**config.mk**
```make
export PLATFORM = sky130hd
export DESIGN_NAME = issue_scoreboard_flat
export DESIGN_NICKNAME = d
export VERILOG_FILES = /design/src/rtl/issue_scoreboard_if.sv /design/src/rtl/issue_scoreboard.sv /design/src/flat_wrapper.sv
export SDC_FILE = /design/constraint.sdc
export NUM_CORES = 1
export LEC_CHECK = 0
export BUFFER_PORTS_ARGS = -buffer_cell sky130_fd_sc_hd__buf_2
export CORE_ASPECT_RATIO = 0.6
export CORE_UTILIZATION = 30
export DETAILED_ROUTE_END_ITERATION = 10
export PLACE_DENSITY = 0.58
export SLEW_MARGIN = 20
export SYNTH_ARGS = -nofsm -noshare
export SYNTH_HDL_FRONTEND = slang
export SYNTH_SLANG_ARGS = --single-unit
```
**constraint.sdc**
```tcl
create_clock -name clk_i -period 5.5 [get_ports clk_i]
set_input_delay 0.55 -clock clk_i [delete_from_list [all_inputs] [get_ports clk_i]]
set_output_delay 0.55 -clock clk_i [all_outputs]
set_load 0.01 [all_outputs]
```
**src/rtl/issue_scoreboard_if.sv**
```systemverilog
// Decode-side, issue-side and writeback signals of the issue scoreboard.
// The slave modport is the scoreboard's view; master is the surrounding pipeline.
interface issue_scoreboard_if #(
  parameter int N_UNITS = 4
);
  logic [31:0]        instr_i;
  logic               instr_valid_i;
  logic               instr_ready_o;
  logic               flush_i;
  logic               issue_valid_o;
  logic [31:0]        issue_instr_o;
  logic [1:0]         issue_unit_o;
  logic               issue_illegal_o;
  logic [N_UNITS-1:0] unit_ready_i;
  logic               int_wb_valid_i;
  logic [4:0]         int_wb_rd_i;
  logic               fp_wb_valid_i;
  logic [4:0]         fp_wb_rd_i;
  logic [31:0]        busy_int_o;
  logic [31:0]        busy_fp_o;

  modport slave (
    input  instr_i, instr_valid_i, flush_i, unit_ready_i,
           int_wb_valid_i, int_wb_rd_i, fp_wb_valid_i, fp_wb_rd_i,
    output instr_ready_o, issue_valid_o, issue_instr_o, issue_unit_o,
           issue_illegal_o, busy_int_o, busy_fp_o
  );

  modport master (
    output instr_i, instr_valid_i, flush_i, unit_ready_i,
           int_wb_valid_i, int_wb_rd_i, fp_wb_valid_i, fp_wb_rd_i,
    input  instr_ready_o, issue_valid_o, issue_instr_o, issue_unit_o,
           issue_illegal_o, busy_int_o, busy_fp_o
  );
endinterface

```
**src/rtl/issue_scoreboard.sv**
```systemverilog
// Single-entry issue stage: holds one instruction, tracks pending int/fp register
// writes in busy bitmaps, stalls on RAW/WAW hazards and routes to an execution unit.
module issue_scoreboard #(
  parameter int N_UNITS = 4
) (
  input logic               clk_i,
  input logic               rst_i,
  issue_scoreboard_if.slave bus
);

  typedef enum logic [6:0] {
    OP_LOAD   = 7'b0000011,
    OP_FLOAD  = 7'b0000111,
    OP_FENCE  = 7'b0001111,
    OP_ALU_I  = 7'b0010011,
    OP_AUIPC  = 7'b0010111,
    OP_STORE  = 7'b0100011,
    OP_FSTORE = 7'b0100111,
    OP_REG    = 7'b0110011,
    OP_LUI    = 7'b0110111,
    OP_FMADD  = 7'b1000011,
    OP_FMSUB  = 7'b1000111,
    OP_FNMSUB = 7'b1001011,
    OP_FNMADD = 7'b1001111,
    OP_F_OPS  = 7'b1010011,
    OP_BRANCH = 7'b1100011,
    OP_JALR   = 7'b1100111,
    OP_JAL    = 7'b1101111,
    OP_ECSR   = 7'b1110011
  } opcode_e;

  localparam logic [6:0] F7_M       = 7'b0000001;
  localparam logic [6:0] F7_FCVTW   = 7'b1100000;
  localparam logic [6:0] F7_FMV_CLS = 7'b1110000;
  localparam logic [6:0] F7_FCMP    = 7'b1010000;
  localparam logic [6:0] F7_FCVTS   = 7'b1101000;
  localparam logic [6:0] F7_FMVWX   = 7'b1111000;
  localparam logic [6:0] F7_FSQRT   = 7'b0101100;

  localparam logic [1:0] U_ALU    = 2'd0;
  localparam logic [1:0] U_MULDIV = 2'd1;
  localparam logic [1:0] U_FPU    = 2'd2;
  localparam logic [1:0] U_LSU    = 2'd3;

  logic               hold_valid_q, hold_valid_d;
  logic [31:0]        hold_instr_q, hold_instr_d;
  logic [31:0]        busy_int_q, busy_int_d;
  logic [31:0]        busy_fp_q, busy_fp_d;

  opcode_e            op_s;
  logic [4:0]         rd_s, rs1_s, rs2_s, rs3_s;
  logic [6:0]         funct7_s;
  logic               r1_int_s, r2_int_s, r1_fp_s, r2_fp_s, r3_fp_s;
  logic               wr_int_s, wr_fp_s, serial_s, illegal_s;
  logic [1:0]         unit_s;
  logic [31:0]        int_clr_s, fp_clr_s, int_set_s, fp_set_s;
  logic [31:0]        int_post_s, fp_post_s;
  logic               hazard_s, issue_valid_s, fire_s, accept_s, ready_s;
  logic [N_UNITS-1:0] unit_ready_s;

  assign op_s         = opcode_e'(hold_instr_q[6:0]);
  assign rd_s         = hold_instr_q[11:7];
  assign rs1_s        = hold_instr_q[19:15];
  assign rs2_s        = hold_instr_q[24:20];
  assign rs3_s        = hold_instr_q[31:27];
  assign funct7_s     = hold_instr_q[31:25];
  assign unit_ready_s = bus.unit_ready_i;

  // Decode the held instruction into register usage, serialisation and target unit.
  always_comb begin
    r1_int_s  = 1'b0;
    r2_int_s  = 1'b0;
    r1_fp_s   = 1'b0;
    r2_fp_s   = 1'b0;
    r3_fp_s   = 1'b0;
    wr_int_s  = 1'b0;
    wr_fp_s   = 1'b0;
    serial_s  = 1'b0;
    illegal_s = 1'b0;
    unit_s    = U_ALU;
    case (op_s)
      OP_LUI, OP_AUIPC, OP_JAL: wr_int_s = 1'b1;
      OP_JALR, OP_ALU_I: begin
        r1_int_s = 1'b1;
        wr_int_s = 1'b1;
      end
      OP_LOAD: begin
        r1_int_s = 1'b1;
        wr_int_s = 1'b1;
        unit_s   = U_LSU;
      end
      OP_BRANCH: begin
        r1_int_s = 1'b1;
        r2_int_s = 1'b1;
      end
      OP_STORE: begin
        r1_int_s = 1'b1;
        r2_int_s = 1'b1;
        unit_s   = U_LSU;
      end
      OP_REG: begin
        r1_int_s = 1'b1;
        r2_int_s = 1'b1;
        wr_int_s = 1'b1;
        unit_s   = (funct7_s == F7_M) ? U_MULDIV : U_ALU;
      end
      OP_FLOAD: begin
        r1_int_s = 1'b1;
        wr_fp_s  = 1'b1;
        unit_s   = U_LSU;
      end
      OP_FSTORE: begin
        r1_int_s = 1'b1;
        r2_fp_s  = 1'b1;
        unit_s   = U_LSU;
      end
      OP_FMADD, OP_FMSUB, OP_FNMSUB, OP_FNMADD: begin
        r1_fp_s = 1'b1;
        r2_fp_s = 1'b1;
        r3_fp_s = 1'b1;
        wr_fp_s = 1'b1;
        unit_s  = U_FPU;
      end
      OP_F_OPS: begin
        unit_s = U_FPU;
        case (funct7_s)
          F7_FCVTW, F7_FMV_CLS: begin
            r1_fp_s  = 1'b1;
            wr_int_s = 1'b1;
          end
          F7_FCMP: begin
            r1_fp_s  = 1'b1;
            r2_fp_s  = 1'b1;
            wr_int_s = 1'b1;
          end
          F7_FCVTS, F7_FMVWX: begin
            r1_int_s = 1'b1;
            wr_fp_s  = 1'b1;
          end
          F7_FSQRT: begin
            r1_fp_s = 1'b1;
            wr_fp_s = 1'b1;
          end
          default: begin
            r1_fp_s = 1'b1;
            r2_fp_s = 1'b1;
            wr_fp_s = 1'b1;
          end
        endcase
      end
      OP_FENCE: begin
        r1_int_s = 1'b1;
        serial_s = 1'b1;
      end
      OP_ECSR: begin
        r1_int_s = 1'b1;
        wr_int_s = 1'b1;
        serial_s = 1'b1;
      end
      default: illegal_s = 1'b1;
    endcase
  end

  // Writeback clears and issue sets; the hazard check sees post-writeback busy.
  always_comb begin
    int_clr_s = 32'd0;
    fp_clr_s  = 32'd0;
    if (bus.int_wb_valid_i) begin
      int_clr_s[bus.int_wb_rd_i] = 1'b1;
    end else begin
      int_clr_s = 32'd0;
    end
    if (bus.fp_wb_valid_i) begin
      fp_clr_s[bus.fp_wb_rd_i] = 1'b1;
    end else begin
      fp_clr_s = 32'd0;
    end
    int_post_s = busy_int_q & ~int_clr_s;
    fp_post_s  = busy_fp_q & ~fp_clr_s;
    int_post_s[0] = 1'b0;
  end

  // Hazard detection and the valid/ready handshakes.
  always_comb begin
    hazard_s = (r1_int_s && int_post_s[rs1_s]) ||
               (r2_int_s && int_post_s[rs2_s]) ||
               (r1_fp_s  && fp_post_s[rs1_s])  ||
               (r2_fp_s  && fp_post_s[rs2_s])  ||
               (r3_fp_s  && fp_post_s[rs3_s])  ||
               (wr_int_s && int_post_s[rd_s])  ||
               (wr_fp_s  && fp_post_s[rd_s])   ||
               (serial_s && ((|int_post_s) || (|fp_post_s)));
    issue_valid_s = !rst_i && hold_valid_q && !hazard_s && !bus.flush_i;
    fire_s        = issue_valid_s && unit_ready_s[unit_s];
    ready_s       = !rst_i && !bus.flush_i && (!hold_valid_q || fire_s);
    accept_s      = ready_s && bus.instr_valid_i;
  end

  // Next state for the hold register and both busy bitmaps.
  always_comb begin
    hold_valid_d = hold_valid_q;
    hold_instr_d = hold_instr_q;
    int_set_s    = 32'd0;
    fp_set_s     = 32'd0;
    if (bus.flush_i) begin
      hold_valid_d = 1'b0;
    end else if (accept_s) begin
      hold_valid_d = 1'b1;
      hold_instr_d = bus.instr_i;
    end else if (fire_s) begin
      hold_valid_d = 1'b0;
    end else begin
      hold_valid_d = hold_valid_q;
    end
    if (fire_s && wr_int_s) begin
      int_set_s[rd_s] = 1'b1;
    end else begin
      int_set_s = 32'd0;
    end
    if (fire_s && wr_fp_s) begin
      fp_set_s[rd_s] = 1'b1;
    end else begin
      fp_set_s = 32'd0;
    end
    // Set is applied after clear so an issuing rd wins over a same-cycle writeback.
    busy_int_d    = int_post_s | int_set_s;
    busy_int_d[0] = 1'b0;
    busy_fp_d     = fp_post_s | fp_set_s;
  end

  // State registers.
  always_ff @(posedge clk_i or posedge rst_i) begin
    if (rst_i) begin
      hold_valid_q <= 1'b0;
      hold_instr_q <= 32'd0;
      busy_int_q   <= 32'd0;
      busy_fp_q    <= 32'd0;
    end else begin
      hold_valid_q <= hold_valid_d;
      hold_instr_q <= hold_instr_d;
      busy_int_q   <= busy_int_d;
      busy_fp_q    <= busy_fp_d;
    end
  end

  assign bus.instr_ready_o   = ready_s;
  assign bus.issue_valid_o   = issue_valid_s;
  assign bus.issue_instr_o   = hold_valid_q ? hold_instr_q : 32'd0;
  assign bus.issue_unit_o    = hold_valid_q ? unit_s : 2'd0;
  assign bus.issue_illegal_o = hold_valid_q && illegal_s;
  assign bus.busy_int_o      = busy_int_q;
  assign bus.busy_fp_o       = busy_fp_q;

endmodule
```
**src/flat_wrapper.sv**
```systemverilog
// flat-port wrapper written by rule: the top's interface ports become plain ports
module issue_scoreboard_flat 
#(
  parameter int N_UNITS = 4
)
  (clk_i, rst_i, bus_instr_i, bus_instr_valid_i, bus_flush_i, bus_unit_ready_i, bus_int_wb_valid_i, bus_int_wb_rd_i, bus_fp_wb_valid_i, bus_fp_wb_rd_i, bus_instr_ready_o, bus_issue_valid_o, bus_issue_instr_o, bus_issue_unit_o, bus_issue_illegal_o, bus_busy_int_o, bus_busy_fp_o);
  issue_scoreboard_if #(.N_UNITS(N_UNITS)) bus_i ();
  input logic clk_i;
  input logic rst_i;
  input wire logic [$bits(bus_i.instr_i)-1:0] bus_instr_i;
  input wire logic [$bits(bus_i.instr_valid_i)-1:0] bus_instr_valid_i;
  input wire logic [$bits(bus_i.flush_i)-1:0] bus_flush_i;
  input wire logic [$bits(bus_i.unit_ready_i)-1:0] bus_unit_ready_i;
  input wire logic [$bits(bus_i.int_wb_valid_i)-1:0] bus_int_wb_valid_i;
  input wire logic [$bits(bus_i.int_wb_rd_i)-1:0] bus_int_wb_rd_i;
  input wire logic [$bits(bus_i.fp_wb_valid_i)-1:0] bus_fp_wb_valid_i;
  input wire logic [$bits(bus_i.fp_wb_rd_i)-1:0] bus_fp_wb_rd_i;
  output wire logic [$bits(bus_i.instr_ready_o)-1:0] bus_instr_ready_o;
  output wire logic [$bits(bus_i.issue_valid_o)-1:0] bus_issue_valid_o;
  output wire logic [$bits(bus_i.issue_instr_o)-1:0] bus_issue_instr_o;
  output wire logic [$bits(bus_i.issue_unit_o)-1:0] bus_issue_unit_o;
  output wire logic [$bits(bus_i.issue_illegal_o)-1:0] bus_issue_illegal_o;
  output wire logic [$bits(bus_i.busy_int_o)-1:0] bus_busy_int_o;
  output wire logic [$bits(bus_i.busy_fp_o)-1:0] bus_busy_fp_o;
  assign bus_i.instr_i = bus_instr_i;
  assign bus_i.instr_valid_i = bus_instr_valid_i;
  assign bus_i.flush_i = bus_flush_i;
  assign bus_i.unit_ready_i = bus_unit_ready_i;
  assign bus_i.int_wb_valid_i = bus_int_wb_valid_i;
  assign bus_i.int_wb_rd_i = bus_int_wb_rd_i;
  assign bus_i.fp_wb_valid_i = bus_fp_wb_valid_i;
  assign bus_i.fp_wb_rd_i = bus_fp_wb_rd_i;
  assign bus_instr_ready_o = bus_i.instr_ready_o;
  assign bus_issue_valid_o = bus_i.issue_valid_o;
  assign bus_issue_instr_o = bus_i.issue_instr_o;
  assign bus_issue_unit_o = bus_i.issue_unit_o;
  assign bus_issue_illegal_o = bus_i.issue_illegal_o;
  assign bus_busy_int_o = bus_i.busy_int_o;
  assign bus_busy_fp_o = bus_i.busy_fp_o;
  issue_scoreboard #(.N_UNITS(N_UNITS)) u_core (.clk_i(clk_i), .rst_i(rst_i), .bus(bus_i));
endmodule
```
* Word level (Yosys, flattened, before mapping)
Index checks and enable logic that the tools add are counted.
W data, S select, Z words.
** Storage, ports and cells
- Register bits :: 96
- Input bits :: 52
- Output and inout bits :: 101
- Logic and storage cells :: 144
** Operators by class
- Magnitude comparators :: 10
- Equality and inequality tests :: 25
- Muxes and demuxes :: 47
- Bitwise operators :: 7
- Reduce and logical (&&, ||, !) cells :: 51
** Operators with widths (count)
- $mux W32 :: 5
- $eq A7 B7 Y1 const B :: 14
- $and A32 B32 Y32 :: 2
- $not A32 Y32 :: 2
- $or A32 B32 Y32 :: 2
- $lt A5 B6 Y1 const B :: 6
- $bmux W1 S5 :: 7
- $eq A7 B6 Y1 const B :: 5
- $reduce_or A32 Y1 :: 1
- $reduce_or A31 Y1 :: 1
- $mux W1 :: 24
- $logic_and A1 B1 Y1 :: 21
- $reduce_or A5 Y1 :: 4
- $reduce_or A18 Y1 :: 1
- $demux W1 S5 :: 3
- $ge A5 B1 Y1 const B :: 3
- $eq A7 B5 Y1 const B :: 2
- $pmux W1 S2 :: 5
- $reduce_or A10 Y1 :: 1
- $logic_or A1 B1 Y1 :: 9
- $reduce_or A4 Y1 :: 2
- $reduce_or A8 Y1 :: 1
- $eq A7 B1 Y1 const B :: 1
- $eq A7 B2 Y1 const B :: 1
- 12 further kinds :: 17

* Longest topological paths before layout
Gate-level depths: netlist of run 1.
- Depth in word-level cells :: 26
- Depth in mapped cells :: 13
- Gate-level depth less buffers :: 9

* Worst setup path before layout of run 1
No wires, ideal clock.
- Path kind :: input port to output port
- Start :: input bus_fp_wb_rd_i[3]
- End :: output bus_instr_ready_o
- Arrival :: 3.318 ns
- Data required time :: 4.950 ns
- Slack :: 1.632 ns
- Stages :: 10
- Buffers on the path :: 2
- Cells stage by stage :: buf_2 or4b_1 buf_2 o32a_1 or4_1 a21oi_2 o211ai_2 or4b_4 o21ai_0 and2_1
** On the way
- Longest elaborated chain between the ends :: 22
- Elaborated cells between the ends (all ways) :: 35
- Classes of those cells :: order compare: 2; mux: 11; bitwise: 2; reduce/logical: 20
** RTL lines
- start: declaration :: RTL line flat_wrapper.sv:17 : input wire logic [$bits(bus_i.fp_wb_rd_i)-1:0] bus_fp_wb_rd_i;
- $lt A5 B6 Y1 (implied by the code) / $ge A5 B1 Y1 (equally long branches) :: RTL line issue_scoreboard.sv:174 : fp_clr_s[bus.fp_wb_rd_i] = 1'b1;
- $logic_and A1 B1 Y1 (implied by the code) :: RTL line issue_scoreboard.sv:174
- $mux W1 (implied by the code) :: RTL line issue_scoreboard.sv:174
- $demux W1 S5 (*)
- $mux W32 (*) :: RTL line issue_scoreboard.sv:173 : if (bus.fp_wb_valid_i) begin
- $not A32 Y32 (*) :: RTL line issue_scoreboard.sv:179 : fp_post_s = busy_fp_q & ~fp_clr_s;
- $and A32 B32 Y32 (*) :: RTL line issue_scoreboard.sv:179
- $bmux W1 S5 :: RTL line issue_scoreboard.sv:187 : (r1_fp_s && fp_post_s[rs1_s]) ||
- [... 5 more ...]
- $logic_or A1 B1 Y1 :: RTL line issue_scoreboard.sv:189 : (r3_fp_s && fp_post_s[rs3_s]) ||
- $logic_or A1 B1 Y1 :: RTL line issue_scoreboard.sv:190 : (wr_int_s && int_post_s[rd_s]) ||
- $logic_or A1 B1 Y1 (*) :: RTL line issue_scoreboard.sv:191 : (wr_fp_s && fp_post_s[rd_s]) ||
- $logic_not A1 Y1 (*) :: RTL line issue_scoreboard.sv:193 : issue_valid_s = !rst_i && hold_valid_q && !hazard_s && !bus.flush_i;
- $logic_and A1 B1 Y1 (*) (2 in a row) :: RTL line issue_scoreboard.sv:193
- $logic_and A1 B1 Y1 (*) :: RTL line issue_scoreboard.sv:194 : fire_s = issue_valid_s && unit_ready_s[unit_s];
- $logic_or A1 B1 Y1 (*) :: RTL line issue_scoreboard.sv:195 : ready_s = !rst_i && !bus.flush_i && (!hold_valid_q || fire_s);
- $logic_and A1 B1 Y1 (*) :: RTL line issue_scoreboard.sv:195
- end: declaration :: RTL line flat_wrapper.sv:18 : output wire logic [$bits(bus_i.instr_ready_o)-1:0] bus_instr_ready_o;
Every way passes the cells marked *; elsewhere a longest branch is shown, timed or not. The select of a mux whose other input is x is not followed.

* Final worst setup path of run 1
- Start :: input bus_int_wb_rd_i[0]
- End :: output bus_instr_ready_o
** On the way
- Longest elaborated chain between the ends :: 23
- Elaborated cells between the ends (all ways) :: 33
- Classes of those cells :: order compare: 2; mux: 9; bitwise: 2; reduce/logical: 20
** RTL lines
- start: declaration :: RTL line flat_wrapper.sv:15 : input wire logic [$bits(bus_i.int_wb_rd_i)-1:0] bus_int_wb_rd_i;
- $lt A5 B6 Y1 (implied by the code) / $ge A5 B1 Y1 (equally long branches) :: RTL line issue_scoreboard.sv:169 : int_clr_s[bus.int_wb_rd_i] = 1'b1;
- $logic_and A1 B1 Y1 (implied by the code) :: RTL line issue_scoreboard.sv:169
- $mux W1 (implied by the code) :: RTL line issue_scoreboard.sv:169
- $demux W1 S5 (*)
- $mux W32 (*) :: RTL line issue_scoreboard.sv:168 : if (bus.int_wb_valid_i) begin
- $not A32 Y32 (*) :: RTL line issue_scoreboard.sv:178 : int_post_s = busy_int_q & ~int_clr_s;
- $and A32 B32 Y32 (*) :: RTL line issue_scoreboard.sv:178
- $bmux W1 S5, on equally long branches :: RTL line issue_scoreboard.sv:185, issue_scoreboard.sv:186
- [... 6 more ...]
- $logic_or A1 B1 Y1 :: RTL line issue_scoreboard.sv:189
- $logic_or A1 B1 Y1 :: RTL line issue_scoreboard.sv:190
- $logic_or A1 B1 Y1 (*) :: RTL line issue_scoreboard.sv:191
- $logic_not A1 Y1 (*) :: RTL line issue_scoreboard.sv:193
- $logic_and A1 B1 Y1 (*) (2 in a row) :: RTL line issue_scoreboard.sv:193
- $logic_and A1 B1 Y1 (*) :: RTL line issue_scoreboard.sv:194
- $logic_or A1 B1 Y1 (*) :: RTL line issue_scoreboard.sv:195
- $logic_and A1 B1 Y1 (*) :: RTL line issue_scoreboard.sv:195
Marked as above.

==> qor.yml, run 1 <==
post_cts_buffers: 0
dpl_cell_area_um2: 9555
die_y_um: 131.5
top_usage_layer: "met1"
clock_sinks: 96
ant_nets: 0
worstPathRequired_ns: 4.95
synth_edf_count: 0
holdWs_ns: 0.3800
fp.dieW_um: 217.9
synth_ff_type: "dfrtp_1"
finalClockSkew_ns: 0.01731
cts_made_buffers: 9
seq_power_share: 0.382
startpoint_type: "primary input"
grt_max_degree: 71
regToRegStartpoint: "u_core.hold_instr_q[28]"
wl_per_cell_um: 30.21
vias: 9973
grt_pass1_wl_um: 64620
combPwrFrac: 0.341
timing.fmax_mhz: 189.8
hold_viol: 0
firstDrtPassIters: 6
vdd_drop_max_mv: 0.1411
cts-hold-fix-buffers: 0
track_usage: 0.3092
ctsLongestPathBuffers: 2
cp.arrival_ns: 4.72
dp.final_hpwl_um: 34450
setup_viol: 0
synthToLayoutAreaGrowth_pct: 17.42
endpoint_kind: "primary output"
final_cell_area_um2: 9852
min-delay-start: "bus_instr_i[23]"
setup_tns_ns: 0
initial_core_util: 0.3115
crit_slowest_cell: "o21ai_0"
ios: 153
cts_resized: 0
yosysUniqueCellTypes: 87
final_max_slew_viol_count: 0
status: "finished clean"
use_met3: 0.1403
setup_ws_ns: 0.2299
drtIter0Drc: 1625
p_per_area_nw_per_um2: 243.0
cp-startpoint: "bus_int_wb_rd_i[0]"
syn_avg_cell_area_um2: 8.226
syn_inst: 1020
insertion_delay_ns: 0.39
cts_tree: "built"
switching_share: 0.4236
antenna_found_initial: 0
syn_nets: 1072
h-tree-depth: 3
io_buffer_count: 151
hp-class: "in -> reg"
p_sw_uw: 1014
power.internal_uw: 1380
crit_chain: "buf_2, nand2b_1, o21ai_0, nand4_1, nor4_1, nand4_1, a22oi_1, or4b_4, o21ai_0, and2_1, buf_2"
gr-total-overflow: 0
finalCritPeriodShare: 0.9582
core-area_um2: 26940
relSlewSlack: 0.2293
place.gp.congestion: 1.126
maxCapViolCount: 0
async_reset_ff_frac: 1.000
layout-drive-gt1-share: 0.2392
yosysWarningCount: 0
worst_pin_slew_ns: 1.144
finalPower_uw: 2394
ys_ff_latch: 96
drt_wl_total_um: 45100
drcViolationCount: 0
nFillCells: 2824
critPathMaxFanout: 17
path_class: "in -> out"
clkTransAtPathRegs_ns: 0.08
grt_util_met1: 0.4869
root_buffer: "clkbuf_16"
synth-seq-area-share: 0.2863
rsz0062_at_grt: "false"
r2r_slack_ns: 1.42
viasPerCell: 6.680
diodes: 0
die-area_um2: 28660
fin_crit_ns: 5.270
grt_pass1_vias: 9005
clkPwrFrac: 0.277
rows: 46
synth_area_um2: 8391
p_leak_uw: 0.004116
pre_cts_ws_ns: 0.5466
grtUsageMet2: 0.3665
critical-path-max-stage-delay_ns: 0.98
nets: 1180
## sequential cells by signal, indices dropped and copies added (netlist names)
name,cells
u_core.bus.busy_int_o,31
u_core.hold_instr_q,32
u_core.hold_valid_q,1
u_core.bus.busy_fp_o,32
## cells by family (layout without fill, tap and decap cells)
logic type             after synthesis  after routing  share of synthesized area
buffers and inverters              128            241                    0.06263
AND/OR/NAND/NOR                    402            402                     0.2774
other                                1              1                  0.0004469
multiplexers                        60             60                     0.1030
XOR/XNOR                             9              9                   0.009395
flip-flops                          96             96                     0.2863
AO/OA/AOI/OAI                      324            324                     0.2608
## power groups by stage
stage / combinational [µW] / sequential (µW) / clock (µW)
after detailed placement: 772 / 919 / 0
after floorplan: 552 / 796 / 0
after global routing: 844 / 917 / 696
final: 816 / 915 / 662
after global placement: 776 / 920 / 0
after CTS: 775 / 905 / 674
## critical path, delay by kind of cell
| family | cells | cell delay [ns] |
|---|---|---|
| AND/OR/NAND/NOR | 6 | 2.21 |
| buffers and inverters | 2 | 0.37 |
| AO/OA/AOI/OAI | 3 | 1.58 |
## layer usage
metal | vias up | wire length [µm]
met4 | 0 | 700
met1 | 5001 | 21140
met3 | 59 | 6977
met2 | 757 | 16280
met5 | - | 0
li1 | 4156 | -
## layout make-up
cell class | instances | area (µm²) | share of cell area
multi-input combinational | 796 | 5468 | 0.5550
sequential | 96 | 2402 | 0.2438
timing repair buffer | 204 | 1154 | 0.1171
tap | 360 | 450.4 | 0.04572
clock buffer | 10 | 229.0 | 0.02324
inverter | 21 | 81.33 | 0.008255
clock inverter | 6 | 67.56 | 0.006858
## worst paths after layout
check                                           end  depth (start not counted)
setup / recovery                  bus_instr_ready_o                         11
hold / removal              u_core.hold_instr_q[23]                          3
setup reg to reg           u_core.bus.busy_fp_o[21]                         10
hold reg to reg             u_core.hold_instr_q[14]                          2
max in group asynchronous   u_core.bus.busy_fp_o[6]                          3
min in group asynchronous    u_core.hold_instr_q[0]                          2
## layout by cell type, fill, tap and decap left out, types with 29 or more instances in the layout
cell type,netlist,routed
and2_1,41,41
nand2_1,90,90
buf_4,1,53
mux2i_1,29,29
buf_2,9,151
nand4_1,52,52
o21ai_0,94,94
dfrtp_1,96,96
and3_1,38,38
nor2_1,38,36
o211ai_1,45,45
o21ai_1,45,45
## Yosys cell counts, types with 4 or more instances
cell type	count	area share
mux4_2	20	0.054
mux2_2	11	0.015
nand4bb_1	6	0.0081
o31ai_1	6	0.0054
o22ai_1	8	0.0060
inv_1	20	0.0089
o2111ai_1	10	0.010
nor3b_1	5	0.0045
buf_2	9	0.0054
o32ai_1	12	0.013
nand4b_1	18	0.019
nor2b_1	21	0.016
nand4_1	52	0.039
mux2i_1	29	0.035
nor2_1	38	0.017
and2_1	41	0.031
buf_1	6	0.0027
a32oi_1	6	0.0063
clkbuf_1	87	0.039
nor4bb_1	5	0.0060
a211oi_1	4	0.0036
a21oi_1	16	0.0095
o211ai_1	45	0.040
o311ai_1	12	0.013
dfrtp_1	96	0.29
or4_1	4	0.0036
a311oi_1	4	0.0042
nand3_1	23	0.014
o21a_1	10	0.0089
or2_2	4	0.0030
o21ai_0	94	0.056
nand2b_1	10	0.0075
and3_1	38	0.028
buf_6	4	0.0054
nor3_1	19	0.011
nand2_1	90	0.040
nor4b_1	6	0.0063
nor4_1	7	0.0052
xnor2_1	6	0.0063
o21ai_1	45	0.027
## metrics by stage
step / util / std cells
2_1_floorplan: - / 1020
3_3_place_gp: 0.3547 / 1477
3_5_place_dp: 0.3547 / 1477
4_1_cts: 0.3658 / 1493
5_1_grt: 0.3658 / 1493
6_report: 0.3658 / 1493
Power figures use the tool's default switching activity.
==> inputs of run 2 (changes only) <==
- CORE_MARGIN: not set -> 3
==> run 2 against run 1 <==
Compared with the run above: worst hold slack worse by 0.043 ns; combinational power is 3.2% higher; die area is 4.9% higher; largest cell class unchanged.
==> qor.yml, run 2 (synthesis results as in run 1) <==
status: "finished clean"
final_cell_area_um2: 9831  # -0.22%
crit_chain: "buf_2, nand2_1, o21ai_0, mux2i_1, a2111oi_0, a311o_1, o211ai_1, or4b_4, o21ai_0, and2_1, buf_2"
fin_crit_ns: 5.341  # +0.07110 ns
startpoint_type: "primary input"
relSlewSlack: 0.2666  # +0.03724
vias: 9875  # -0.98%
h-tree-depth: 3  # unchanged
track_usage: 0.2985  # -0.01066
grt_max_degree: 59  # -17%
setup_tns_ns: 0  # unchanged
cp.arrival_ns: 4.79  # +0.07 ns
cp.depth: 11  # unchanged
dp.final_hpwl_um: 35370  # +2.7%
antenna_found_initial: 1  # +1
hold_viol: 0  # unchanged
cts_resized: 0  # unchanged
cp-startpoint: "bus_int_wb_rd_i[0]"
fp.dieW_um: 221.9  # +1.8%
root_buffer: "clkbuf_16"
p_leak_uw: 0.004108  # -0.19%
p_per_area_nw_per_um2: 254.1  # +4.6%
finalClockSkew_ns: 0.02403  # +0.006723 ns
wl_per_cell_um: 30.92  # +2.3%
finalPower_uw: 2498  # +4.3%
layout-drive-gt1-share: 0.2340  # -0.005202
worstPathRequired_ns: 4.95  # about the same
drcViolationCount: 0  # unchanged
insertion_delay_ns: 0.40  # about the same
grt_pass1_vias: 9173  # +1.9%
vdd_drop_max_mv: 0.1634  # +16%
crit_end: "bus_instr_ready_o"
ios: 153  # unchanged
r2r_slack_ns: 1.07  # -0.35 ns
endpoint_kind: "primary output"
die_y_um: 135.5  # +3.0%
hp-class: "in -> reg"
post_cts_buffers: 0  # unchanged
cp_top_family: "compound AO/OA/AOI/OAI gates"
core-area_um2: 26940  # unchanged
clkPwrFrac: 0.297  # +0.020
drtIter0Drc: 1439  # -11%
clock_sinks: 96  # unchanged
nets: 1171  # -0.76%
final_max_slew_viol_count: 0  # unchanged
regToRegStartpoint: "u_core.hold_instr_q[21]"
cts_tree: "built"
dpl_cell_area_um2: 9500  # -0.58%
firstDrtPassIters: 5  # -1
gr-total-overflow: 0  # unchanged
viasPerCell: 6.654  # -0.38%
crit_slowest_cell: "o21ai_0"
combPwrFrac: 0.337  # -0.004
cts_made_buffers: 9  # unchanged
most-common-layout-cells: "buf_2, dfrtp_1, o21ai_0, nand2_1, nand4_1"
rows: 46  # unchanged
p_sw_uw: 1055  # +4.0%
switching_share: 0.4221  # -0.001439
clkTransAtPathRegs_ns: 0.07  # about the same
cp.buffers_inverters: 2  # unchanged
rr_worst_depth: 10  # unchanged
timing.rr.end: "u_core.bus.busy_fp_o[12]"
die-area_um2: 30080  # +4.9%
synthToLayoutAreaGrowth_pct: 17.16
path_class: "in -> out"
io_buffer_count: 151  # unchanged
min-delay-start: "bus_flush_i"
finalCritPeriodShare: 0.9711  # +0.01293
grt_pass1_wl_um: 66180  # +2.4%
ctsLongestPathBuffers: 2  # unchanged
maxCapViolCount: 0  # unchanged
initial_core_util: 0.3115  # unchanged
drt_wl_total_um: 45880  # +1.7%
final_common_cell: "buf_2"
rsz0062_at_grt: "false"
nFillCells: 2855  # +1.1%
seq_power_share: 0.366  # -0.016
setup_viol: 0  # unchanged
diodes: 0  # unchanged
place.gp.congestion: 1.081  # -4.0%
ant_nets: 0  # unchanged
worst_pin_slew_ns: 1.089  # -0.05528 ns
power.internal_uw: 1444  # +4.6%
timing.fmax_mhz: 187.2  # -1.3%
critPathMaxFanout: 17  # unchanged
cts-hold-fix-buffers: 0  # unchanged
critical-path-max-stage-delay_ns: 0.81  # -0.17 ns
run 2: area by class of cell:
class | count | area [µm²] | area share
clock buffers | 10 | 239.0 | 0.02431
clock inverters | 6 | 91.34 | 0.009291
inverters | 21 | 81.33 | 0.008273
multi-input cells | 796 | 5468 | 0.5562
flip-flops and latches | 96 | 2402 | 0.2444
well taps | 360 | 450.4 | 0.04582
repair buffers | 195 | 1099 | 0.1117
run 2: power by group through the flow:
| stage | clock, µW | sequential (µW) | combinational [µW] |
|---|---|---|---|
| 2_1_floorplan | 0 | 796 | 552 |
| 3_3_place_gp | 0 | 920 | 808 |
| 3_5_place_dp | 0 | 917 | 799 |
| 4_1_cts | 750 | 902 | 802 |
| 5_1_grt | 775 | 916 | 873 |
| 6_report | 742 | 914 | 842 |
run 2: how the worst min path moves through the flow:
stage	to	cells past startpoint	slack, ns
floorplan	u_core.hold_instr_q[12]	2	0.52
detailed placement	u_core.hold_instr_q[14]	2	0.54
finish	u_core.hold_valid_q	2	0.34
global route	u_core.hold_valid_q	2	0.35
CTS	u_core.hold_valid_q	2	0.33
global placement	u_core.hold_instr_q[12]	2	0.53
run 2: per-layer routing:
metal / global-route usage / part of all wire
met1: 0.4579 / 0.47
met2: 0.3752 / 0.38
met3: 0.1336 / 0.14
met4: 0.05218 / 0.012
met5: 0.01129 / 0.0014
run 2: stage by stage:
stage,hold slack (ns),instances,utilization,worst slack (ns)
2_1_floorplan,0.5167,1020,-,1.632
3_3_place_gp,0.5348,1468,0.3527,0.3157
3_5_place_dp,0.5353,1468,0.3527,0.4242
4_1_cts,0.3312,1484,0.3650,0.3829
5_1_grt,0.3512,1484,0.3650,0.07239
6_report,0.3371,1484,0.3650,0.1588
==> inputs of run 3 (changes only) <==
- CORE_ASPECT_RATIO: 0.6 -> not set
==> run 3 against run 2 <==
Compared with the run above: sequential cell count unchanged; largest cell class unchanged; utilization decreased by 0.46 points; register-to-register slack better by 0.30 ns.
==> qor.yml, run 3 (synthesis results as in run 1) <==
crit_end: "bus_instr_ready_o"
cp_top_family: "simple AND/OR/NAND/NOR gates"
path_class: "in -> out"
status: "finished clean"
io_buffer_count: 151  # unchanged
startpoint_type: "primary input"
viasPerCell: 6.472  # -2.7%
critical-path-max-stage-delay_ns: 0.68  # -0.13 ns
timing.rr.end: "u_core.bus.busy_fp_o[10]"
cts_resized: 0  # unchanged
p_per_area_nw_per_um2: 254.4  # +0.11%
p_leak_uw: 0.004089  # -0.48%
antenna_found_initial: 1  # unchanged
final_core_utilization: 0.3604  # -0.004591
layout-drive-gt1-share: 0.2292  # -0.004800
place.gp.congestion: 1.029  # -4.8%
setup_tns_ns: 0  # unchanged
final_common_cell: "buf_2"
grt_pass1_wl_um: 62020  # -6.3%
worst_pin_slew_ns: 0.9856  # -0.1031 ns
drt_wl_total_um: 41840  # -8.8%
die-area_um2: 30010  # -0.22%
grt_max_degree: 68  # +15%
die_y_um: 173.2  # +28%
drtIter0Drc: 1315  # -8.6%
synthToLayoutAreaGrowth_pct: 17.04
ant_nets: 0  # unchanged
gr-total-overflow: 0  # unchanged
clkPwrFrac: 0.322  # +0.025
post_cts_buffers: 0  # unchanged
diodes: 0  # unchanged
hp-class: "in -> reg"
ctsLongestPathBuffers: 2  # unchanged
hold_viol: 0  # unchanged
cts-hold-fix-buffers: 0  # unchanged
p_sw_uw: 985.2  # -6.6%
clkTransAtPathRegs_ns: 0.08  # about the same
root_buffer: "clkbuf_16"
h-tree-depth: 3  # unchanged
dp.final_hpwl_um: 31100  # -12%
fin_crit_ns: 5.030  # -0.3108 ns
endpoint_kind: "primary output"
cp-startpoint: "bus_fp_wb_rd_i[0]"
drcViolationCount: 0  # unchanged
rows: 60  # +30%
critPathMaxFanout: 16  # -1
r2r_slack_ns: 1.37  # +0.30 ns
cts_tree: "built"
cp.depth: 11  # unchanged
vias: 9637  # -2.4%
worstPathRequired_ns: 4.95  # about the same
final_max_slew_viol_count: 0  # unchanged
finalCritPeriodShare: 0.9146  # -0.05651
firstDrtPassIters: 6  # +1
initial_core_util: 0.3079  # -0.003604
grt_pass1_vias: 9183  # +0.11%
regToRegStartpoint: "u_core.hold_instr_q[28]"
finalClockSkew_ns: 0.01919  # -0.004846 ns
combPwrFrac: 0.316  # -0.021
crit_chain: "buf_2, nand2b_1, o21ai_0, nand4_1, nor4_1, nand4_1, a22oi_1, or4b_4, o21ai_0, and2_1, buf_2"
insertion_delay_ns: 0.36  # -0.04 ns
relSlewSlack: 0.3360  # +0.06946
ios: 153  # unchanged
fp.dieW_um: 173.2  # -22%
nets: 1165  # -0.51%
vdd_drop_max_mv: 0.1733  # +6.1%
rr_worst_depth: 10  # unchanged
crit_slowest_cell: "o21ai_0"
wl_per_cell_um: 28.10  # -9.1%
maxCapViolCount: 0  # unchanged
most-common-layout-cells: "buf_2, dfrtp_1, o21ai_0, nand2_1, nand4_1"
setup_viol: 0  # unchanged
clock_sinks: 96  # unchanged
switching_share: 0.3944  # -0.02777
track_usage: 0.2684  # -0.03008
rsz0062_at_grt: "false"
timing.fmax_mhz: 198.8  # +6.2%
seq_power_share: 0.362  # -0.004
cp.arrival_ns: 4.48  # -0.31 ns
cp.buffers_inverters: 2  # unchanged
core-area_um2: 27250  # +1.2%
cts_made_buffers: 9  # unchanged
power.internal_uw: 1513  # +4.8%
-- run 3: changes by cell type in the layout (fill, tap and decap cells not counted), sizes merged --
cell / before / now
bufinv: 2 / 4
clkinv: 4 / 1
clkbuf: 10 / 9
inv: 21 / 22
buf: 195 / 189
-- run 3: worst min-delay path by stage --
stage	start	endpoint	slack [ns]	depth (start not counted)
3_3_place_gp	u_core.hold_instr_q[13]	u_core.hold_instr_q[13]	0.54	2
5_1_grt	bus_flush_i	u_core.hold_valid_q	0.35	2
3_5_place_dp	u_core.hold_instr_q[14]	u_core.hold_instr_q[14]	0.54	2
4_1_cts	bus_flush_i	u_core.hold_valid_q	0.35	2
2_1_floorplan	u_core.hold_instr_q[12]	u_core.hold_instr_q[12]	0.52	2
6_report	bus_flush_i	u_core.hold_valid_q	0.36	2
-- run 3: cell type report --
type,count,area (µm²)
Timing Repair Buffer,189,1041
Clock buffer,9,225.2
Clock inverter,6,137.6
Fill cell,2879,17430
Sequential cell,96,2402
Inverter,21,81.33
Multi-Input combinational cell,796,5468
Tap cell,372,465.4
-- run 3: per-stage QoR --
step / setup WS, ns / cells / total power [µW] / hold WS (ns) / cell area [µm²]
6_report: 0.4696 / 1489 / 2498 / 0.3594 / 9821
2_1_floorplan: 1.632 / 1020 / 1348 / 0.5167 / 8391
4_1_cts: 0.5918 / 1489 / 2475 / 0.3524 / 9821
3_3_place_gp: 0.5894 / 1474 / 1678 / 0.5367 / 9458
3_5_place_dp: 0.5899 / 1474 / 1672 / 0.5423 / 9458
5_1_grt: 0.2933 / 1489 / 2583 / 0.3523 / 9821
-- run 3: power groups by stage --
| stage | Combinational, µW | Sequential (µW) | Clock, µW |
|---|---|---|---|
| after floorplan | 552 | 796 | 0 |
| after global placement | 764 | 914 | 0 |
| after detailed placement | 761 | 911 | 0 |
| after CTS | 764 | 898 | 813 |
| after global routing | 830 | 910 | 844 |
| final | 789 | 904 | 805 |
-- run 3: worst register-to-register path: stages, from the launching register on --
cell and delay, ns:
dfrtp_1 0.86, clkinv_1 0.61, mux4_2 0.61, and3_1 0.19, a221oi_1 0.38, a22oi_1 0.16, nor4b_4 0.17, buf_4 0.23
nand4b_1 0.13, buf_4 0.37, o21ai_1 0.22
-- run 3: metal layers --
metal,vias to the layer above,part of all wire,GRT usage
met5,-,0,0
met4,0,0.037,0.09189
met3,116,0.10,0.06680
met2,682,0.45,0.4176
met1,4726,0.42,0.3647
li1,4113,-,-
